[config.mk]
export PLATFORM = sky130hd
export DESIGN_NAME = collector_29_to_1_7bits
export DESIGN_NICKNAME = d
export VERILOG_FILES = /design/src/rtl/collector_29_to_1_7bits_pkg.sv /design/src/rtl/collector_29_to_1_7bits_mux.sv /design/src/rtl/collector_29_to_1_7bits.sv
export SDC_FILE = /design/constraint.sdc
export NUM_CORES = 1
export LEC_CHECK = 0
export ABC_AREA = 1
export BUFFER_PORTS_ARGS = -buffer_cell sky130_fd_sc_hd__buf_2
export CAP_MARGIN = 10
export CORE_MARGIN = 4
export CORE_UTILIZATION = 48
export CTS_CLUSTER_DIAMETER = 50
export DETAILED_ROUTE_END_ITERATION = 7
export MAX_ROUTING_LAYER = met4
export PLACE_DENSITY = 0.74
export SYNTH_ARGS = -nofsm -noshare
export SYNTH_HDL_FRONTEND = slang
export SYNTH_SLANG_ARGS = --single-unit
[constraint.sdc]
create_clock -name clk -period 13.75 [get_ports clk]
set_input_delay 0.6875 -clock clk [delete_from_list [all_inputs] [get_ports clk]]
set_output_delay 0.6875 -clock clk [all_outputs]
set_load 0.05 [all_outputs]
[src/rtl/collector_29_to_1_7bits_pkg.sv]
`default_nettype none
// +------------------------------------------------------------------+
// | collector_29_to_1_7bits_pkg : shared sizes and FSM encoding      |
// | rev 1.0                                                          |
// +------------------------------------------------------------------+
package collector_29_to_1_7bits_pkg;

  localparam int DATA_WIDTH = 7;
  localparam int CHANNELS   = 29;
  localparam int SEL_WIDTH  = 5;

  localparam logic [SEL_WIDTH-1:0] SEL_FIRST = 5'd1;
  localparam logic [SEL_WIDTH-1:0] SEL_LAST  = 5'd29;

  localparam logic [0:0] IDLE = 1'b0;
  localparam logic [0:0] SEND = 1'b1;

endpackage
`default_nettype wire

[src/rtl/collector_29_to_1_7bits_mux.sv]
`default_nettype none
// +------------------------------------------------------------------+
// | mux_29_to_1_7bits : combinational 29-way word select, 0 if no    |
// | valid channel is selected. rev 1.0                               |
// +------------------------------------------------------------------+
module mux_29_to_1_7bits
  import collector_29_to_1_7bits_pkg::*;
(
  input  logic [DATA_WIDTH-1:0] din_1,  din_2,  din_3,  din_4,  din_5,  din_6,
  input  logic [DATA_WIDTH-1:0] din_7,  din_8,  din_9,  din_10, din_11, din_12,
  input  logic [DATA_WIDTH-1:0] din_13, din_14, din_15, din_16, din_17, din_18,
  input  logic [DATA_WIDTH-1:0] din_19, din_20, din_21, din_22, din_23, din_24,
  input  logic [DATA_WIDTH-1:0] din_25, din_26, din_27, din_28, din_29,
  input  logic [SEL_WIDTH-1:0]  sel,
  output logic [DATA_WIDTH-1:0] dout
);

  always_comb begin
    dout = '0;
    case (sel)
      5'd1:  dout = din_1;
      5'd2:  dout = din_2;
      5'd3:  dout = din_3;
      5'd4:  dout = din_4;
      5'd5:  dout = din_5;
      5'd6:  dout = din_6;
      5'd7:  dout = din_7;
      5'd8:  dout = din_8;
      5'd9:  dout = din_9;
      5'd10: dout = din_10;
      5'd11: dout = din_11;
      5'd12: dout = din_12;
      5'd13: dout = din_13;
      5'd14: dout = din_14;
      5'd15: dout = din_15;
      5'd16: dout = din_16;
      5'd17: dout = din_17;
      5'd18: dout = din_18;
      5'd19: dout = din_19;
      5'd20: dout = din_20;
      5'd21: dout = din_21;
      5'd22: dout = din_22;
      5'd23: dout = din_23;
      5'd24: dout = din_24;
      5'd25: dout = din_25;
      5'd26: dout = din_26;
      5'd27: dout = din_27;
      5'd28: dout = din_28;
      5'd29: dout = din_29;
      default: dout = '0;
    endcase
  end

endmodule
`default_nettype wire

[src/rtl/collector_29_to_1_7bits.sv]
`default_nettype none
// +------------------------------------------------------------------+
// | collector_29_to_1_7bits : captures 29 words on load and streams  |
// | them out one per accepted handshake. rev 1.0                     |
// +------------------------------------------------------------------+
module collector_29_to_1_7bits
  import collector_29_to_1_7bits_pkg::*;
#(
  parameter int DATA_WIDTH = 7,
  parameter int CHANNELS   = 29
) (
  input  logic                  clk,
  input  logic                  reset,
  input  logic [DATA_WIDTH-1:0] din_1,  din_2,  din_3,  din_4,  din_5,  din_6,
  input  logic [DATA_WIDTH-1:0] din_7,  din_8,  din_9,  din_10, din_11, din_12,
  input  logic [DATA_WIDTH-1:0] din_13, din_14, din_15, din_16, din_17, din_18,
  input  logic [DATA_WIDTH-1:0] din_19, din_20, din_21, din_22, din_23, din_24,
  input  logic [DATA_WIDTH-1:0] din_25, din_26, din_27, din_28, din_29,
  input  logic                  load,
  output logic [DATA_WIDTH-1:0] dout,
  output logic                  dout_valid,
  input  logic                  dout_ready,
  output logic [SEL_WIDTH-1:0]  sel,
  output logic                  busy,
  output logic                  done
);

  logic [0:0]            r_state;
  logic [SEL_WIDTH-1:0]  r_sel;
  logic                  r_done;
  logic [DATA_WIDTH-1:0] r_bank [1:CHANNELS];
  logic [DATA_WIDTH-1:0] w_din  [1:CHANNELS];
  logic                  w_capture;

  assign w_din = '{din_1,  din_2,  din_3,  din_4,  din_5,  din_6,  din_7,
                   din_8,  din_9,  din_10, din_11, din_12, din_13, din_14,
                   din_15, din_16, din_17, din_18, din_19, din_20, din_21,
                   din_22, din_23, din_24, din_25, din_26, din_27, din_28,
                   din_29};

  assign w_capture = !reset && (r_state == IDLE) && load;

  // Bank has no reset; it is only visible through sel, which is 0 until a load.
  always_ff @(posedge clk) begin
    if (w_capture) begin
      r_bank <= w_din;
    end
  end

  always_ff @(posedge clk) begin
    if (reset) begin
      r_state <= IDLE;
      r_sel   <= '0;
      r_done  <= 1'b0;
    end else begin
      r_done <= 1'b0;
      case (r_state)
        IDLE: begin
          if (load) begin
            r_state <= SEND;
            r_sel   <= SEL_FIRST;
          end
        end
        SEND: begin
          if (dout_ready) begin
            if (r_sel == SEL_LAST) begin
              r_state <= IDLE;
              r_sel   <= '0;
              r_done  <= 1'b1;
            end else begin
              r_sel <= r_sel + 1'b1;
            end
          end
        end
        default: begin
          r_state <= IDLE;
          r_sel   <= '0;
        end
      endcase
    end
  end

  // Outputs derive only from registered state, so dout_ready never reaches them.
  assign busy       = (r_state == SEND);
  assign dout_valid = busy;
  assign sel        = r_sel;
  assign done       = r_done;

  mux_29_to_1_7bits u_mux (
    .din_1 (r_bank[1]),  .din_2 (r_bank[2]),  .din_3 (r_bank[3]),
    .din_4 (r_bank[4]),  .din_5 (r_bank[5]),  .din_6 (r_bank[6]),
    .din_7 (r_bank[7]),  .din_8 (r_bank[8]),  .din_9 (r_bank[9]),
    .din_10(r_bank[10]), .din_11(r_bank[11]), .din_12(r_bank[12]),
    .din_13(r_bank[13]), .din_14(r_bank[14]), .din_15(r_bank[15]),
    .din_16(r_bank[16]), .din_17(r_bank[17]), .din_18(r_bank[18]),
    .din_19(r_bank[19]), .din_20(r_bank[20]), .din_21(r_bank[21]),
    .din_22(r_bank[22]), .din_23(r_bank[23]), .din_24(r_bank[24]),
    .din_25(r_bank[25]), .din_26(r_bank[26]), .din_27(r_bank[27]),
    .din_28(r_bank[28]), .din_29(r_bank[29]),
    .sel   (r_sel),
    .dout  (dout)
  );

endmodule
`default_nettype wire

Yosys cells after proc, flatten, opt, wreduce, memory -nomap -nowiden
Index checks and enable logic that the tools add are counted.
Widths: inputs -> output; s select.

storage, ports and cells
  input port bits = 207
  memories = 0
  output and inout bits = 15
  logic and storage cells = 81
  memory bits (writable) = 0
  latch bits = 0
  ROM bits = 0
  register bits = 210

cells by class
  reduce and logical (&&, ||, !) cells = 5
  bitwise gates (word level) = 2
  $mul = 0
  div/mod/pow operators = 0
  shift operators = 0
  muxes and demuxes = 10
  $add $sub $neg = 1
  eq/ne operators = 31
  order comparisons = 0

operator list
  cell                 count
  $pmux 7 s29          1
  $eq 5x5->1 const B   14
  $eq 5x4->1 const B   8
  $eq 5x3->1 const B   4
  $mux 5               3
  $eq 5x2->1 const B   2
  $pmux 5 s2           1
  $add 5x1->5 const B  1
  $eq 5x1->1 const B   1
  $mux 1               4
  $ne 2x2->1 const B   2
  $reduce_or 3->1      1
  $logic_and 1x1->1    2
  $not 1->1            2
  $pmux 1 s2           1
  $reduce_and 2->1     1
  $logic_not 1->1      1

Logic depth before layout (Yosys ltp)
Gate-level depths: netlist (run 1).

  word-level depth = 4
  mapped depth = 12

By module
From an unflattened synthesis (run 1), not the netlist that was laid out.

second synthesis, totals
  cells, all modules = 733
  area, all modules = 8697.1 um^2

modules (own cells, without submodules)
  module                   sequential area each (um^2)  area an instance (um^2)  times used  cells each
  collector_29_to_1_7bits  6236.0                       6523.8                   1           261
  mux_29_to_1_7bits        0.0                          2173.3                   1           472

Worst setup path after synthesis (run 1)
No wires, ideal clock.

  path type = input-to-reg
  start point = in load
  end point = reg r_bank[0] (netlist bit), enable pin
  library setup time = 0.770 ns
  arrival = 9.192 ns
  cell stages on the path = 2
  slack = 3.787 ns
  buffers on the path = 0
  cells stage by stage = nand2_1 > nor2_1

on the way
  word-level cells in the longest chain between the ends = 1

RTL lines
  what                    RTL line                       text
  start: declaration      collector_29_to_1_7bits.sv:19  input logic load,
  $logic_and 1x1->1       collector_29_to_1_7bits.sv:41  assign w_capture = !reset && (r_state == IDLE) && load;
  named net w_capture     collector_29_to_1_7bits.sv:33  logic w_capture;
  end signal: assignment  collector_29_to_1_7bits.sv:46  r_bank <= w_din;
  end: declaration        collector_29_to_1_7bits.sv:31  logic [DATA_WIDTH-1:0] r_bank [1:CHANNELS];

The timed path passes the listed nets, and every way through them passes these cells.
A chain may end at the register's enable or synchronous reset.

Worst setup path in the final report (run 1)
  start point = reg r_sel[0] (netlist: sel[0])
  end point = out dout[1]

on the way
  word-level cells in the longest chain between the ends = 2

RTL lines
  what                                RTL line                           text
  start: declaration                  collector_29_to_1_7bits.sv:29      logic [SEL_WIDTH-1:0] r_sel;
  start signal: assignment            collector_29_to_1_7bits.sv:71      r_sel <= r_sel + 1'b1;
  $eq 5x5->1 (tied with other cells)  collector_29_to_1_7bits_mux.sv:20  case (sel)
  $pmux 7 s29 *                       collector_29_to_1_7bits_mux.sv:20
  end: declaration                    collector_29_to_1_7bits.sv:20      output logic [DATA_WIDTH-1:0] dout,

Every way passes the cells marked *; elsewhere a longest branch is shown, timed or not.

==> reports/metrics.yaml, run 1 <==
status: "finished with violations"
violations: "DRC"
rsz0062_at_grt: "false"
drt-total-wl_um: 22750
cp_max_fo: 36
leakage_nw: 4.489
port_buffers: 221
worstSetupEndpoint: "dout[1]"
cp.required_ns: 13.06
grt_max_degree: 93
routedWlPerCell_um: 19.24
r2r-start: "busy$_SDFF_PP0_"
antenna_found_initial: 1
cts_root_buf: "clkbuf_16"
grt_pass1_wl_um: 33750
tightest_slew_ns: 1.161
cts_tree: "yes"
period_share_pct: 27.68
crit_path_end_kind: "output pin"
post_cts_buffers: 0
clkSinkCount: 210
synth.distinct_cells: 21
critPathLaunchType: "register"
crit_arrival_ns: 3.12
ant_nets: 0
grt_pass1_vias: 6091
r2r_slack_ns: 11.19
clk_latency_ns: 0.50
h-tree-depth: 1
drtIter0Drc: 493
ioPinCount: 222
syn_area_um2: 8514
hp-class: "primary input to register"
setup_viol: 0
reg2reg_depth: 4
powerDensity_nw_per_um2: 130.8
hold_viol: 0
path_class: "register to output pin"
cts-resized-gates: 0
nNetsFinal: 1155
ys_seq_elements: 210
finalSetupTns_ns: 0
area_growth_pct: 23.38
route.vias.total: 6173
seq_area_frac_synth_pct: 73.24
grt-ovfl-total: 0
fmax_mhz: 262.8
syn_inst: 720
post_drt_via_cell_ratio: 5.223
die_y_um: 141.2
start_util_pct: 49.06
rows: 48
maxCapViolations: 0
cts-buffers-inserted: 23
clockBufferDepth: 3
drc: 2
syn-num-nets: 932
drive_gt1_share_pct: 28.14
whs_ns: 0.3567
period_minus_slack_ns: 3.806
grt_usage_pct: 22.99
die_area_um2: 19930
core-area_um2: 17360
hold_buffers: 0
ir_drop_mv: 0.09490
reg2reg_to: "r_bank[183]$_DFFE_PP_"
drv_slew: 0
startpoint: "sel[0]$_SDFFE_PP0P_"
ys_warn_count: 0
worstHoldStart: "din_24[1]"
finClkSkew_ns: 0.01178
slew_headroom_pct: 22.59
cts.clk_slew.worst_paths_ns: 0.06
syn_area_per_cell_um2: 11.83
firstDrtPassIters: 8
gp_congestion: 0.7974
fp.dieW_um: 141.2
dp.final_hpwl_um: 16340
[layout make-up]
type	instances	area, um^2
Inverter	19	71.32
Clock inverter	9	87.58
Tap cell	225	281.5
Fill cell	1418	6852
Multi-Input combinational cell	462	2068
Antenna cell	1	2.502
Clock buffer	29	598.1
Sequential cell	210	6237
Timing Repair Buffer	227	1159
[metal layers]
layer  share of wire, %  GRT usage, %
met1                 41         30.16
met2                 49         36.77
met3                8.1         4.172
met4                2.4         7.241
met5                  0             -
[layout by cell type, fill, tap and decap left out, types with 2 or more instances in the layout]
cell,netlist,routed
a21oi_1,4,4
buf_2,11,221
buf_4,7,5
clkbuf_1,7,6
clkbuf_16,0,23
clkinv_1,0,3
dfxtp_1,7,6
edfxtp_1,203,203
ha_1,5,4
inv_1,17,17
inv_2,2,2
nand2_1,226,226
nand2_2,2,2
nand3_1,72,72
nand4_1,56,56
nor2_1,85,84
nor2_2,5,5
nor2_4,1,2
nor3_1,2,2
xor2_1,2,2
[worst min path at each step]
stage,endpoint,slack [ns],cells after the start
2_1_floorplan,sel[1]$_SDFFE_PP0P_,0.73,2
3_3_place_gp,sel[1]$_SDFFE_PP0P_,0.51,2
3_5_place_dp,busy$_SDFF_PP0_,0.54,2
4_1_cts,r_bank[36]$_DFFE_PP_,0.35,1
5_1_grt,r_bank[19]$_DFFE_PP_,0.34,1
6_report,r_bank[36]$_DFFE_PP_,0.36,1
[critical path, cell delays in order, from the launching register on]
cell and delay [ns]:
dfxtp_1 0.37, inv_1 0.11, ha_2 0.73, inv_1 0.12, nor2_2 0.47, nand3_1 0.15
nand2_1 0.10, nor2_1 0.04, nand2_1 0.07, nor2_1 0.04, nand2_1 0.12, buf_2 0.29
[registers in the layout, indices dropped and copies added (netlist names)]
signal and count:
busy 1, sel 5, done 1, r_bank 203
[cells in the mapped netlist]
library cell,count,area [um^2]
a211oi_1,1,7.510
o21bai_1,1,7.510
xor2_1,2,17.52
buf_4,7,52.55
clkbuf_1,7,26.28
buf_2,11,55.05
inv_1,17,63.81
dfxtp_1,7,140.1
nor2_4,1,11.26
nand4_1,56,350.3
nand2_2,2,12.51
nand3_1,72,360.4
nor3_1,2,10.01
inv_2,2,7.510
buf_1,4,15.01
nor2_1,85,319.1
ha_1,5,62.56
a21oi_1,4,20.02
nor2_2,5,31.28
nand2_1,226,848.3
edfxtp_1,203,6096
[logic make-up (layout without fill, tap and decap cells)]
group           count (synthesis)  count (layout)  share of synthesized area, %
simple gates                  449             449                         22.82
compound gates                  6               6                        0.4115
fa+ha+maj                       5               5                        0.7348
flops                         210             210                         73.24
buf+inv                        48             284                         2.586
other cells                     0               1                             0
xor+xnor                        2               2                        0.2058
[power breakdown]
part | internal (mW) | total [mW] | switching [mW]
clock | 0.327 | 0.562 | 0.235
sequential | 0.731 | 0.739 | 0.00756
combinational | 0.0261 | 0.0734 | 0.0473
total | 1.08 | 1.37 | 0.290
[metrics by stage]
| stage | power, mW | utilization, % | instances | worst slack, ns | area [um^2] |
|---|---|---|---|---|---|
| after global routing | 1.422 | 60.52 | 1182 | 9.688 | 10510 |
| after global placement | 0.8240 | 56.47 | 1142 | 10.31 | 9802 |
| after floorplan | 0.7862 | - | 720 | 3.787 | 8514 |
| after CTS | 1.385 | 60.42 | 1180 | 9.721 | 10490 |
| after detailed placement | 0.8260 | 56.47 | 1142 | 10.27 | 9802 |
| final | 1.374 | 60.52 | 1182 | 9.944 | 10510 |
Power figures use the tool's default switching activity.
==> run 2: changes to the inputs <==
- ABC_AREA: 1 -> 0
- clock period: 13.75 -> 3.75 ns (I/O delays scaled with it)
==> reports/metrics.yaml, run 2 <==
status: "stopped before the end"
haltStage: "clock tree synthesis"
stop_error: "[ERROR RSZ-0060] Max buffer count reached."
die_y_um: 139.9
synth.distinct_cells: 52
h-tree-depth: 1
gp_congestion: 0.9385
synth_edf_count: 203
syn_area_per_cell_um2: 15.93
cts_root_buf: "clkbuf_16"
clkSinkCount: 210
ys.flop_type: "edfxtp_1"
seq_area_frac_synth_pct: 74.72
ys_top_cells_by_count: "203 x edfxtp_1, 26 x nand2_1, 25 x nand3_1, 23 x nor2_1, 21 x a22oi_1"
syn_area_um2: 8346
clockBufferDepth: 3
yosysMostFrequentCell: "edfxtp_1"
synth_top_area_share_pct: 73.04
start_util_pct: 49.62
rows: 47
syn_inst: 524
dp.final_hpwl_um: 16800
async_reset_ff_share_pct: 0
cts-buffers-inserted: 25
ys_seq_elements: 210
cts-resized-gates: 0
ys_warn_count: 0
fp.dieW_um: 139.9
synth_top_area_cell: "edfxtp_1"
ioPinCount: 222
synthTopCellsByArea: "edfxtp_1 73%, mux2i_1 2.4%, a22oi_1 1.9%, mux2_2 1.8%, dfxtp_1 1.7%"
post_cts_buffers: 0
syn-num-nets: 736
hold_buffers: 199
port_buffers: 221
==> run 2: cell count changes after synthesis, sizes merged, moves of 11 or more <==
cell	previous run	this run
nor3	2	13
o21ai	0	11
a21oi	4	15
inv	19	5
mux2	0	16
mux2i	0	20
nand4	56	10
nor2	91	23
nand2	228	26
a22oi	0	21
nand3	72	26
==> run 2: kinds of logic after synthesis <==
logic type | share of synthesized area [%]
AOI/OAI and AO/OA | 9.401
and+or+nand+nor | 8.111
adders and majority gates | 0.7496
muxes | 4.917
buffers and inverters | 2.099
DFF | 74.72
==> run 2: per-stage QoR <==
step                      instance area, um^2  hold WS (ns)  utilization (%)  instances  setup slack [ns]
after global placement                   9688        0.3654            57.60        944            0.9039
after floorplan                          8364        0.2864                -        524           -0.2395
after detailed placement                 9688        0.3656            57.60        944            0.8100
==> run 3: changes to the inputs <==
- CORE_UTILIZATION: 48 -> 33
- CTS_CLUSTER_DIAMETER: 50 -> not set
- MAX_ROUTING_LAYER: met4 -> not set
- PLACE_DENSITY: 0.74 -> not set
- PLACE_DENSITY_LB_ADDON: not set -> 0.15
==> reports/metrics.yaml, run 3 <==
antenna_cells: 0
cp_cell_sequence: "inv_1 > ha_1 > nand2_1 > nor3_1 > a222oi_1 > nor4b_1 > nand4b_1 > buf_2"
fmax_mhz: 281.5
firstDrtPassIters: 5
syn_inst: 524
ys_warn_count: 0
reg2reg_depth: 3
ant_nets: 0
clockBufferDepth: 3
slew_headroom_pct: 33.00
grt_pass1_vias: 7059
synthTopCellsByArea: "edfxtp_1 73%, mux2i_1 2.4%, a22oi_1 1.9%, mux2_2 1.8%, dfxtp_1 1.7%"
die_area_um2: 27900
tightest_slew_ns: 1.001
dp.final_hpwl_um: 19050
ys.flop_type: "edfxtp_1"
post_cts_buffers: 0
crit_path_top_delay_cell: "ha_1"
pre_cts_ws_ns: 0.8120
period_minus_slack_ns: 3.553
path_class: "register to output pin"
r2r-start: "busy$_SDFF_PP0_"
final_cell_mix: "221 x buf_2, 205 x dlygate4sd3_1, 203 x edfxtp_1"
nNetsFinal: 1172
grt_usage_pct: 19.86
cts-resized-gates: 0
ioPinCount: 222
start_util_pct: 33.92
worstHoldPathCells: 3
ir_drop_mv: 0.3981
status: "finished, final reports clean"
gp_congestion: 0.8459
clkSinkCount: 210
worstHoldStart: "dout_ready"
period_share_pct: 94.74
syn_area_per_cell_um2: 15.93
synth_top_area_share_pct: 73.04
setup_ws_ns: 0.1971
area_growth_pct: 51.53
syn-num-nets: 736
post_drt_via_cell_ratio: 5.045
die_y_um: 167.0
hp-class: "primary input to register"
hold_viol: 0
rows: 57
cts-buffers-inserted: 24
critPathLaunchType: "register"
grt_max_degree: 86
cts_root_buf: "clkbuf_16"
synth.distinct_cells: 52
cp.required_ns: 3.56
design_area_um2: 12650
h-tree-depth: 1
synth_edf_count: 203
maxCapViolations: 0
routedWlPerCell_um: 21.90
drv_slew: 0
cts_tree: "yes"
cp_max_fo: 19
regMostFlops: "r_bank"
synth_top_area_cell: "edfxtp_1"
antenna_found_initial: 0
ys_top_cells_by_count: "203 x edfxtp_1, 26 x nand2_1, 25 x nand3_1, 23 x nor2_1, 21 x a22oi_1"
leakage_nw: 4.702
grt_pass1_wl_um: 42330
async_reset_ff_share_pct: 0
seq_area_frac_synth_pct: 74.72
final_common_cell: "buf_2"
powerDensity_nw_per_um2: 421.0
drt-total-wl_um: 28460
startpoint: "sel[0]$_SDFFE_PP0P_"
cts.clk_slew.worst_paths_ns: 0.06
placed_cell_area_um2: 9881
port_buffers: 221
cpPeakStageDelay_ns: 0.76
drc: 0
grt-ovfl-total: 0
setup_viol: 0
ys_seq_elements: 210
crit_arrival_ns: 3.37
crit_path_end_kind: "output pin"
finClkSkew_ns: 0.01026
clk_latency_ns: 0.52
largest_reg_flops: 203
syn_area_um2: 8346
yosysMostFrequentCell: "edfxtp_1"
core-area_um2: 24600
drive_gt1_share_pct: 30.02
drtIter0Drc: 568
hold_buffers: 205
rsz0062_at_grt: "false"
route.vias.total: 6558
fp.dieW_um: 167.0
-- run 3: cell counts after synthesis --
Identical to the previous run, type by type.
-- run 3: logic make-up after synthesis --
kind of cell	count (synthesis)	synth area share [%]
AO/OA/AOI/OAI	104	9.401
adder cells (fa/ha/maj)	5	0.7496
buffers and inverters	37	2.099
flip-flops	210	74.72
multiplexers	37	4.917
AND/OR/NAND/NOR	131	8.111
-- run 3: routing by layer --
metal / vias up / routed length [um] / share of wire, % / track usage, %
met5: - / 0 / 0 / 0
met4: 0 / 649 / 2.3 / 5.087
met3: 42 / 2202 / 7.7 / 3.982
met2: 315 / 13870 / 49 / 33.64
met1: 3214 / 11750 / 41 / 26.28
li1: 2987 / - / - / -
-- run 3: area by class of cell --
class / instances / area, um^2
Clock buffer: 35 / 661.9
Clock inverter: 7 / 51.30
Fill cell: 2093 / 11960
Inverter: 5 / 18.77
Multi-Input combinational cell: 277 / 1949
Sequential cell: 210 / 6243
Tap cell: 324 / 405.4
Timing Repair Buffer: 442 / 3316
-- run 3: through the flow --
stage / hold slack (ns) / util (%) / std cells / total power, mW / setup TNS [ns]
floorplan: 0.2864 / - / 524 / 2.883 / -48.62
global placement: 0.3661 / 40.16 / 1053 / 3.075 / 0
detailed placement: 0.3656 / 40.16 / 1053 / 3.077 / 0
CTS: 0.08574 / 51.40 / 1300 / 5.368 / 0
global route: 0.09977 / 51.40 / 1300 / 5.512 / 0
finish: 0.1078 / 51.40 / 1300 / 5.324 / 0
-- run 3: power by group --
part	switching, mW	total [mW]	internal (mW)
Clock	0.901	2.12	1.22
Sequential	0.0352	2.72	2.68
Combinational	0.223	0.484	0.261
Total	1.16	5.32	4.17
-- run 3: path summary, 6_finish.rpt --
path / endpoint / slack, ns
min reg2reg: busy$_SDFF_PP0_ / 0.54
max reg2reg: r_bank[133]$_DFFE_PP_ / 1.67
max: dout[6] / 0.20
min: done$_SDFF_PP0_ / 0.11
-- run 3: critical path, delay by kind of cell (launching register included) --
| family | cells | cell delay (ns) |
|---|---|---|
| AO/OA/AOI/OAI | 1 | 0.19 |
| flip-flops | 1 | 0.35 |
| AND/OR/NAND/NOR | 4 | 1.12 |
| adder cells (fa/ha/maj) | 1 | 0.76 |
| buffers and inverters | 2 | 0.43 |
